**src/rtl/net_pkg.sv**
```systemverilog
// Shared types and constants for the peer player-state link receiver.
package net_pkg;

  localparam logic [7:0] SYNC_BYTE = 8'hA5;
  localparam int         PKT_BYTES = 6;

  typedef struct packed {
    logic [1:0] id;
    logic [1:0] dir;
    logic [3:0] state;
    logic [8:0] x;
    logic [8:0] y;
  } player_pkt_t;

  // Per-slot storage; the id is implied by the slot index.
  typedef struct packed {
    logic [1:0] dir;
    logic [3:0] state;
    logic [8:0] x;
    logic [8:0] y;
  } slot_regs_t;

  typedef enum logic [1:0] {RX_IDLE, RX_START, RX_DATA, RX_STOP} byte_state_e;

  typedef enum logic [2:0] {PK_HUNT, PK_HDR, PK_XL, PK_YL, PK_HI, PK_CHK} pkt_state_e;

  // Peers are packed into consecutive slots by skipping the local ID.
  function automatic logic [1:0] slot_of(input logic [1:0] id, input logic [1:0] local_id);
    return id - {1'b0, (id > local_id)};
  endfunction

endpackage

```
**src/rtl/uart_byte_rx.sv**
```systemverilog
// 8N1 byte receiver, LSB first, mid-bit sampling with a down-counter bit timer.
//  state    | meaning
//  RX_IDLE  | line idle, waiting for a low level
//  RX_START | half-bit wait, confirm start bit still low
//  RX_DATA  | sampling 8 data bits at mid-bit
//  RX_STOP  | sampling stop bit; high = byte, low = framing error
module uart_byte_rx
  import net_pkg::*;
#(
  parameter int CLKS_PER_BIT = 564
) (
  input  logic       clk_65mhz,
  input  logic       reset,
  input  logic       serial_in,
  output logic [7:0] byte_data,
  output logic       byte_valid,
  output logic       frame_err
);

  localparam int            CW   = $clog2(CLKS_PER_BIT);
  localparam logic [CW-1:0] FULL = CW'(CLKS_PER_BIT - 1);
  localparam logic [CW-1:0] HALF = CW'(CLKS_PER_BIT / 2 - 1);

  logic          rx_meta_q, rx_q;
  byte_state_e   state_q, state_d;
  logic [CW-1:0] cnt_q, cnt_d;
  logic [2:0]    bit_q, bit_d;
  logic [7:0]    shift_q, shift_d;

  always_comb begin
    state_d    = state_q;
    cnt_d      = cnt_q;
    bit_d      = bit_q;
    shift_d    = shift_q;
    byte_valid = 1'b0;
    frame_err  = 1'b0;
    if (cnt_q != '0) cnt_d = cnt_q - 1'b1;
    case (state_q)
      RX_IDLE: begin
        if (!rx_q) begin
          state_d = RX_START;
          cnt_d   = HALF;
        end
      end
      RX_START: begin
        if (cnt_q == '0) begin
          // A high level at mid start bit is a glitch, not an error.
          if (!rx_q) begin
            state_d = RX_DATA;
            cnt_d   = FULL;
            bit_d   = '0;
          end else begin
            state_d = RX_IDLE;
          end
        end
      end
      RX_DATA: begin
        if (cnt_q == '0) begin
          shift_d = {rx_q, shift_q[7:1]};
          cnt_d   = FULL;
          bit_d   = bit_q + 1'b1;
          if (bit_q == 3'd7) state_d = RX_STOP;
        end
      end
      RX_STOP: begin
        if (cnt_q == '0) begin
          byte_valid = rx_q;
          frame_err  = !rx_q;
          state_d    = RX_IDLE;
        end
      end
      default: state_d = RX_IDLE;
    endcase
  end

  assign byte_data = shift_q;

  always_ff @(posedge clk_65mhz) begin
    if (reset) begin
      rx_meta_q <= 1'b1;
      rx_q      <= 1'b1;
      state_q   <= RX_IDLE;
      cnt_q     <= '0;
      bit_q     <= '0;
      shift_q   <= '0;
    end else begin
      rx_meta_q <= serial_in;
      rx_q      <= rx_meta_q;
      state_q   <= state_d;
      cnt_q     <= cnt_d;
      bit_q     <= bit_d;
      shift_q   <= shift_d;
    end
  end

endmodule

```
**src/rtl/remote_player_rx.sv**
```systemverilog
// Peer player-state packet receiver: unpacks packets into per-slot shadow regs and
// commits them to the outputs on each vsync rising edge.
//  state   | meaning
//  PK_HUNT | discarding bytes until the sync byte
//  PK_HDR  | expecting {id,dir,state}
//  PK_XL   | expecting x[7:0]
//  PK_YL   | expecting y[7:0]
//  PK_HI   | expecting {x[8],y[8],6'b0}
//  PK_CHK  | expecting XOR checksum; accept or reject
module remote_player_rx
  import net_pkg::*;
#(
  parameter int CLKS_PER_BIT = 564,
  parameter int STALE_FRAMES = 30
) (
  input  logic       clk_65mhz,
  input  logic       reset,
  input  logic       vsync,
  input  logic       serial_in,
  input  logic [1:0] num_players,
  input  logic [1:0] local_player_ID,
  output logic [8:0] player_a_x,
  output logic [8:0] player_b_x,
  output logic [8:0] player_c_x,
  output logic [8:0] player_a_y,
  output logic [8:0] player_b_y,
  output logic [8:0] player_c_y,
  output logic [1:0] player_a_dir,
  output logic [1:0] player_b_dir,
  output logic [1:0] player_c_dir,
  output logic [3:0] player_a_state,
  output logic [3:0] player_b_state,
  output logic [3:0] player_c_state,
  output logic [2:0] slot_stale,
  output logic       pkt_valid,
  output logic       pkt_error
);

  localparam logic [4:0] STALE_CNT = 5'(STALE_FRAMES);

  logic [7:0]  byte_data;
  logic        byte_valid, frame_err;

  uart_byte_rx #(.CLKS_PER_BIT(CLKS_PER_BIT)) u_byte_rx (
    .clk_65mhz (clk_65mhz),
    .reset     (reset),
    .serial_in (serial_in),
    .byte_data (byte_data),
    .byte_valid(byte_valid),
    .frame_err (frame_err)
  );

  pkt_state_e  pkt_state_q, pkt_state_d;
  logic [7:0]  hdr_q, hdr_d, xl_q, xl_d, yl_q, yl_d, hi_q, hi_d;
  logic        vsync_q, vsync_rise;
  logic        pkt_valid_q, pkt_valid_d, pkt_error_q, pkt_error_d;
  slot_regs_t  shadow_q [3];
  slot_regs_t  shadow_d [3];
  slot_regs_t  out_q [3];
  slot_regs_t  out_d [3];
  logic [4:0]  stale_cnt_q [3];
  logic [4:0]  stale_cnt_d [3];
  logic [2:0]  stale_q, stale_d;
  player_pkt_t rx_pkt;
  logic [1:0]  rx_slot;
  logic        accept;

  assign vsync_rise = vsync && !vsync_q;

  always_comb begin
    rx_pkt.id    = hdr_q[7:6];
    rx_pkt.dir   = hdr_q[5:4];
    rx_pkt.state = hdr_q[3:0];
    rx_pkt.x     = {hi_q[7], xl_q};
    rx_pkt.y     = {hi_q[6], yl_q};
    rx_slot      = slot_of(rx_pkt.id, local_player_ID);
  end

  always_comb begin
    pkt_state_d = pkt_state_q;
    hdr_d       = hdr_q;
    xl_d        = xl_q;
    yl_d        = yl_q;
    hi_d        = hi_q;
    pkt_valid_d = 1'b0;
    pkt_error_d = 1'b0;
    accept      = 1'b0;
    if (frame_err && pkt_state_q != PK_HUNT) begin
      pkt_error_d = 1'b1;
      pkt_state_d = PK_HUNT;
    end else if (byte_valid) begin
      case (pkt_state_q)
        PK_HUNT: if (byte_data == SYNC_BYTE) pkt_state_d = PK_HDR;
        PK_HDR:  begin hdr_d = byte_data; pkt_state_d = PK_XL;  end
        PK_XL:   begin xl_d  = byte_data; pkt_state_d = PK_YL;  end
        PK_YL:   begin yl_d  = byte_data; pkt_state_d = PK_HI;  end
        PK_HI:   begin hi_d  = byte_data; pkt_state_d = PK_CHK; end
        PK_CHK: begin
          pkt_state_d = PK_HUNT;
          accept = (byte_data == (hdr_q ^ xl_q ^ yl_q ^ hi_q)) &&
                   (rx_pkt.id < num_players) && (rx_pkt.id != local_player_ID);
          pkt_valid_d = accept;
          pkt_error_d = !accept;
        end
        default: pkt_state_d = PK_HUNT;
      endcase
    end
  end

  // Commit takes the pre-update shadow, so a same-cycle accept waits a frame.
  always_comb begin
    for (int s = 0; s < 3; s++) begin
      shadow_d[s]    = shadow_q[s];
      out_d[s]       = vsync_rise ? shadow_q[s] : out_q[s];
      stale_cnt_d[s] = stale_cnt_q[s];
      stale_d[s]     = stale_q[s];
      if (accept && rx_slot == 2'(s)) begin
        shadow_d[s].dir   = rx_pkt.dir;
        shadow_d[s].state = rx_pkt.state;
        shadow_d[s].x     = rx_pkt.x;
        shadow_d[s].y     = rx_pkt.y;
        stale_cnt_d[s]    = '0;
      end else if (vsync_rise && stale_cnt_q[s] < STALE_CNT) begin
        stale_cnt_d[s] = stale_cnt_q[s] + 1'b1;
      end
      if (stale_cnt_q[s] == STALE_CNT) stale_d[s] = 1'b1;
      else if (vsync_rise)             stale_d[s] = 1'b0;
    end
  end

  always_ff @(posedge clk_65mhz) begin
    if (reset) begin
      pkt_state_q <= PK_HUNT;
      hdr_q       <= '0;
      xl_q        <= '0;
      yl_q        <= '0;
      hi_q        <= '0;
      vsync_q     <= 1'b0;
      pkt_valid_q <= 1'b0;
      pkt_error_q <= 1'b0;
      stale_q     <= 3'b111;
      for (int s = 0; s < 3; s++) begin
        shadow_q[s]    <= '0;
        out_q[s]       <= '0;
        stale_cnt_q[s] <= STALE_CNT;
      end
    end else begin
      pkt_state_q <= pkt_state_d;
      hdr_q       <= hdr_d;
      xl_q        <= xl_d;
      yl_q        <= yl_d;
      hi_q        <= hi_d;
      vsync_q     <= vsync;
      pkt_valid_q <= pkt_valid_d;
      pkt_error_q <= pkt_error_d;
      stale_q     <= stale_d;
      for (int s = 0; s < 3; s++) begin
        shadow_q[s]    <= shadow_d[s];
        out_q[s]       <= out_d[s];
        stale_cnt_q[s] <= stale_cnt_d[s];
      end
    end
  end

  assign player_a_x     = out_q[0].x;
  assign player_b_x     = out_q[1].x;
  assign player_c_x     = out_q[2].x;
  assign player_a_y     = out_q[0].y;
  assign player_b_y     = out_q[1].y;
  assign player_c_y     = out_q[2].y;
  assign player_a_dir   = out_q[0].dir;
  assign player_b_dir   = out_q[1].dir;
  assign player_c_dir   = out_q[2].dir;
  assign player_a_state = out_q[0].state;
  assign player_b_state = out_q[1].state;
  assign player_c_state = out_q[2].state;
  assign slot_stale     = stale_q;
  assign pkt_valid      = pkt_valid_q;
  assign pkt_error      = pkt_error_q;

endmodule

```
**config.mk**
```make
export PLATFORM = sky130hd
export DESIGN_NAME = remote_player_rx
export DESIGN_NICKNAME = d
export VERILOG_FILES = /design/src/rtl/net_pkg.sv /design/src/rtl/uart_byte_rx.sv /design/src/rtl/remote_player_rx.sv
export SDC_FILE = /design/constraint.sdc
export NUM_CORES = 1
export LEC_CHECK = 0
export ABC_AREA = 1
export CAP_MARGIN = 40
export CORE_ASPECT_RATIO = 0.9
export CORE_MARGIN = 3
export CORE_UTILIZATION = 60
export CTS_CLUSTER_DIAMETER = 30
export CTS_CLUSTER_SIZE = 14
export DETAILED_ROUTE_END_ITERATION = 10
export PLACE_DENSITY = 0.83
export SLEW_MARGIN = 5
export SYNTH_ARGS = -nofsm -noshare
export SYNTH_HDL_FRONTEND = slang
export SYNTH_SLANG_ARGS = --single-unit
```
**constraint.sdc**
```tcl
create_clock -name clk_65mhz -period 4.66 [get_ports clk_65mhz]
set_clock_uncertainty 0.1 [all_clocks]
set_input_delay 0.932 -clock clk_65mhz [delete_from_list [all_inputs] [get_ports clk_65mhz]]
set_output_delay 0.932 -clock clk_65mhz [all_outputs]
set_load 0.005 [all_outputs]
```
==> results.txt <==
Run status: completed
Critical R2R Launch: u_byte_rx.cnt_q[6]
Post-CTS resize count: 0
Yosys warnings: 0
Largest net degree at the start of global routing: 166
Setup crit start: local_player_ID[1]
Pwr Density: 500 nW/um^2
Cells after Synth: 1297
Starting Density: 62.5%
Syn_nets: 1320
R2r endpoint: shadow_q[0][27]
WL/cell: 14.6 um
Slowest-stage cell, CP: clkdlybuf4s50_1
Routed via count: 8503
CP dominant cell by count: nor2_1
Worst setup path endpoint: shadow_q[0][27]
Mapped Area: 9360 um^2
Setup TNS: 0 ns
Worst skew pair latency: 0.50 ns
Cell family with most CP delay: buffers and inverters
CTS tree: built
Antenna Cells: 0
Leak pwr: 0.00543 uW
Netlist cell types: 35
Initial antenna violation count: 0
Reg power frac: 37.6%
Layout cells sized above 1: 6.12%
Total Nets Final: 1386
Critical path type: input port to flip-flop
Post-route ant nets: 0
Port Buffer Count: 84
DRC Markers: 0
Die width: 138 um
Total number of cells along the worst setup path: 13
Final setup viols: 0
Syn Area/Cell: 7.21 um^2
# H-tree levels: 2
Number of global-route vias before repair: 8008
Worst EP arrival: 3.72 ns
Clock input transition at the sequential cells of the worst setup and hold paths: 0.05 ns
Non-Filler Cell Area, Final: 11500 um^2
Worst hold path class: flip-flop to flip-flop
Worst vdd ir: 0.307 mV
CP Cell Sequence: clkdlybuf4s50_1 > inv_1 > ha_1 > a21oi_1 > a21oi_1 > ha_1 > xnor2_1 > inv_1 > nor2_1 > nand3_2 > buf_4 > nor2_1 > nor2_1
Number of buffers created by CTS: 35
Core area: 15000 um^2
Seq/Total Area, Yosys: 48.1%
Startpoint Class: input port
Root Buffer: clkbuf_16
Clock tree buffer depth: 3
Area after DPL: 10300 um^2
Worst-path maximum fanout: 33
Max Slew Vio Count: 0
Buffers & Inverters on Critical Path: 4
Std cell rows: 42
MaxCap Viol Count: 0
Gr ovfl total: 0
Vias/cell: 5.36
Worst R2R Path Depth: 11
Required @ worst endpoint: 4.94 ns
Sw Share: 26.2%
Final weighted congestion in routability-driven placement: 0.903
First-pass GRT wire length: 38000 um
FF-to-FF setup slack: 1.52 ns
Top Ports: 85
Final Hold Viols: 0
CTS hold repair buffers: 0
Postcts setup bufs: 0
Post-route clock period utilization: 73.7%
DR pass1 iterations: 6
Die H: 124 um
Psw: 1510 uW
Die area: 17100 um^2
F_max: 0.291 GHz
Slew of the pin with the lowest slew margin: 0.820 ns
DP Wirelength: 14100 um
First DRT Iteration DRCs: 943
Pwr Total: 5770 uW
P_int: 4260 uW
Critical Path End Type: flip-flop
Slew Limit Headroom: 44.9%
Commonest non-fill, non-tap cell in the layout: nand2_1
RSZ-0062 raised after global routing: no
Clk pwr share: 48.3%
Crit path time final: 3.43 ns
Final WL: 23100 um
Hold WS: 0.314 ns
Total GRT Usage: 27.2%
Clk sinks: 225
Combinational share of power: 14.1%
#FFs+latches synth: 225
Most frequent cells in the layout: nand2_1, dfxtp_1, nor2_1, inv_1, a21oi_1
Area growth syn-to-layout: 23.3%
CP max stage delay: 0.45 ns
Yosys cell counts:
| master | count | area share (%) |
|---|---|---|
| nand2_1 | 270 | 11 |
| dfxtp_1 | 225 | 48 |
| nor2_1 | 217 | 8.7 |
| inv_1 | 164 | 6.6 |
| a21oi_1 | 108 | 5.8 |
| o21ai_0 | 95 | 5.1 |
| nand3_1 | 46 | 2.5 |
| clkbuf_1 | 44 | 1.8 |
| a211oi_1 | 24 | 1.9 |
| buf_2 | 19 | 1.0 |
| ha_1 | 15 | 2.0 |
| xor2_1 | 10 | 0.94 |
| xnor2_1 | 9 | 0.84 |
| nand4_1 | 8 | 0.53 |
| nor3_1 | 8 | 0.43 |
| a31oi_1 | 7 | 0.47 |
| buf_6 | 3 | 0.36 |
| or2_1 | 3 | 0.20 |
| nor3_2 | 2 | 0.21 |
| nor4_1 | 2 | 0.13 |
| o211ai_1 | 2 | 0.16 |
| o22ai_1 | 2 | 0.13 |
| or2_2 | 2 | 0.13 |
| a2111oi_0 | 1 | 0.094 |
| a22o_1 | 1 | 0.094 |
| a311oi_1 | 1 | 0.094 |
| buf_4 | 1 | 0.080 |
| inv_2 | 1 | 0.040 |
| nand3_2 | 1 | 0.11 |
| nor2_2 | 1 | 0.067 |
| nor2_4 | 1 | 0.12 |
| nor4_4 | 1 | 0.23 |
| o21ai_1 | 1 | 0.053 |
| o221ai_1 | 1 | 0.094 |
| o311ai_0 | 1 | 0.094 |
cell type report:
class | instances | area, um^2
clock buffers | 40 | 936
clock inverters | 23 | 338
fillers | 1088 | 3440
inverters | 165 | 622
multi-input cells | 840 | 3940
flip-flops and latches | 225 | 4500
well taps | 198 | 248
repair buffers | 96 | 947
flip-flops by register name (all words and copies together) (netlist names), 3 cells and up, named ones only:
register / cells
out_q: 72
shadow_q: 72
stale_cnt_q: 15
u_byte_rx.cnt_q: 10
hdr_q: 8
hi_q: 8
u_byte_rx.byte_data: 8
xl_q: 8
yl_q: 8
pkt_state_q: 3
slot_stale: 3
u_byte_rx.bit_q: 3
per-stage QoR:
| step | setup WS, ns | std cells | util (%) |
|---|---|---|---|
| global route | 1.09 | 1587 | 77.0 |
| global placement | 0.961 | 1521 | 68.4 |
| finish | 1.23 | 1587 | 77.0 |
| floorplan | 1.95 | 1297 | - |
| CTS | 1.31 | 1587 | 77.0 |
| detailed placement | 0.853 | 1524 | 68.5 |
worst reg2reg max path, cell delays in order, from the launching register on:
cell	delay, ns
dfxtp_1	0.34
nor2_1	0.11
nand3_1	0.14
inv_2	0.11
nand4_1	0.41
nor2_1	0.29
nand3_1	0.15
nor2_2	0.21
nand3_2	0.47
buf_4	0.44
nor2_1	0.17
nor2_1	0.08
kinds of logic after synthesis:
| family | count (synthesis) | synth area share (%) |
|---|---|---|
| AOI/OAI and AO/OA | 244 | 14.1 |
| adders and majority gates | 15 | 2.01 |
| DFF | 225 | 48.1 |
| buffers and inverters | 232 | 9.84 |
| xor gates and xnor gates | 19 | 1.78 |
| and+or+nand+nor | 562 | 24.2 |
per-layer routing:
layer	part of all wire [%]	vias up	track usage, %
li1	-	4241	-
met1	42	3847	36.1
met2	47	352	43.2
met3	8.2	63	5.33
met4	3.3	0	11.1
met5	0	-	0
worst min path at each step:
stage,from,endpoint,slack (ns),cells after the start
finish,u_byte_rx.rx_meta_q,u_byte_rx.rx_q,0.31,1
global route,u_byte_rx.rx_meta_q,u_byte_rx.rx_q,0.32,1
CTS,u_byte_rx.rx_meta_q,u_byte_rx.rx_q,0.32,1
detailed placement,u_byte_rx.rx_meta_q,u_byte_rx.rx_q,0.29,1
global placement,u_byte_rx.rx_meta_q,u_byte_rx.rx_q,0.29,1
floorplan,u_byte_rx.rx_meta_q,u_byte_rx.rx_q,0.29,1
power by group through the flow:
stage / clock (uW) / combinational (uW) / sequential (uW)
after floorplan: 0 / 582 / 2190
after global placement: 0 / 772 / 2200
after detailed placement: 0 / 798 / 2210
after CTS: 2810 / 809 / 2170
after global routing: 2900 / 930 / 2190
final: 2780 / 813 / 2170
(Power assumes the default switching activity.)
==> edit, RTL diff (same flow settings) <==
Register the output `pkt_valid` once more, cleared by the reset; this adds one clock of latency there. The other outputs are not delayed to match.
--- a/src/rtl/remote_player_rx.sv
+++ b/src/rtl/remote_player_rx.sv
@@ -175,7 +175,13 @@
   assign player_b_state = out_q[1].state;
   assign player_c_state = out_q[2].state;
   assign slot_stale     = stale_q;
-  assign pkt_valid      = pkt_valid_q;
+  always_ff @(posedge clk_65mhz) begin
+    if (reset) begin
+      pkt_valid <= '0;
+    end else begin
+      pkt_valid <= pkt_valid_q;
+    end
+  end
   assign pkt_error      = pkt_error_q;
 
 endmodule
Function: same outputs for any inputs over 10 cycles, from zero or initial values and one cycle with reset high; that may be too few to reach the edited logic, so the function may still have changed.
==> edit against the unedited design <==
Non-clock buffer count shrank 1. Total power shrank 2.9%. Routed wire length is 0.87% higher. Final area rose by 0.16%. Setup slack better by 0.48 ns. Hold slack got worse by 0.010 ns. Sequential cell count is 1 higher. Area after synthesis is 0.92% higher. Register-to-register slack better by 0.48 ns. Clock power is 7.2% lower. Highest routed layer unchanged.
==> edit: results <==
metrics = {
    "route": {
        "detail_route.wirelength_mm": 23.3,
        "m1WireLength_mm": 10.3,
        "drtIter0Drc": 736,
        "route.met3.wl_mm": 1.84,
        "met2_wirelength_mm": 10.3,
    },
    "yosys": {
        "synth_xor_area_frac": 0.0167,
        "share_of_the_synthesized_area_in_compound_gates_ao_oa_aoi_oai": 0.142,
        "synthAdderAreaFrac": 0.0199,
        "mappedNetlistNets": 1343,
        "synth.yosys.seq_area_share": 0.479,
    },
    "setup_path": {
        "worst_r2r_end": "shadow_q[0][14]$_SDFFE_PP0P_",
        "reg2regPathDepth": 13,
        "critical_path_peak_fanout": 56,
        "crit-reg2reg-launch": "yl_q[7]$_SDFFE_PP0P_",
        "wp_data_arrival_ns": 3.25,
    },
    "global_route": {
        "grt_max_degree": 85,
        "grt_util_met2": 0.408,
        "grt_pass1_vias": 7840,
        "grtUsageMet3": 0.0626,
        "grt_first_pass_wirelength_mm": 38.0,
    },
    "placement": {
        "hpwl_mm": 14.4,
        "gp_congestion": 0.918,
        "post_dp_cell_area_um2": 10400,
    },
    "power": {
        "comb_power_share": 0.149,
        "total_leakage_power_nw": 5.53,
        "share_of_total_power_in_sequential_cells": 0.390,
    },
    "worst_hold_path": {
        "min-delay-start": "pkt_valid_q$_SDFF_PP0_",
        "whs_endpoint": "pkt_valid$_SDFF_PP0_",
    },
    "timing": {
        "maxClockFrequency_ghz": 0.338,
        "worst_hold_slack_ns": 0.304,
        "slew_headroom": 0.535,
    },
    "cells_and_area": {
        "post_route_cells_drive_above_1_share": 0.0642,
        "design.final.nets": 1414,
    },
    "status": {
        "run_status": "completed",
    },
}
==> edit: changes by cell type in the layout (fill, tap and decap cells not counted), moves of 3 or more <==
cell / unedited run / this run
a211oi_1: 24 / 16
o21ai_0: 95 / 114
a21oi_1: 108 / 121
or2_1: 3 / 0
bufinv_16: 7 / 3
nand2_1: 270 / 287
nor2_1: 216 / 205
nand3_1: 45 / 51
xnor2_1: 9 / 6
nor3_1: 8 / 4
a31oi_1: 7 / 4
nand4_1: 8 / 5
==> edit: layout make-up <==
type                    instances  area (um2)  area share
flip-flops and latches        226        4520       0.391
multi-input cells             864        4030       0.348
clock buffers                  42         953      0.0825
repair buffers                 95         936      0.0810
inverters                     168         636      0.0550
well taps                     198         248      0.0214
clock inverters                22         235      0.0204
==> edit: tightest hold or removal path: stages, from the launching register on <==
cell and delay, ns:
dfxtp_1 0.29, inv_1 0.04, nor2_1 0.03
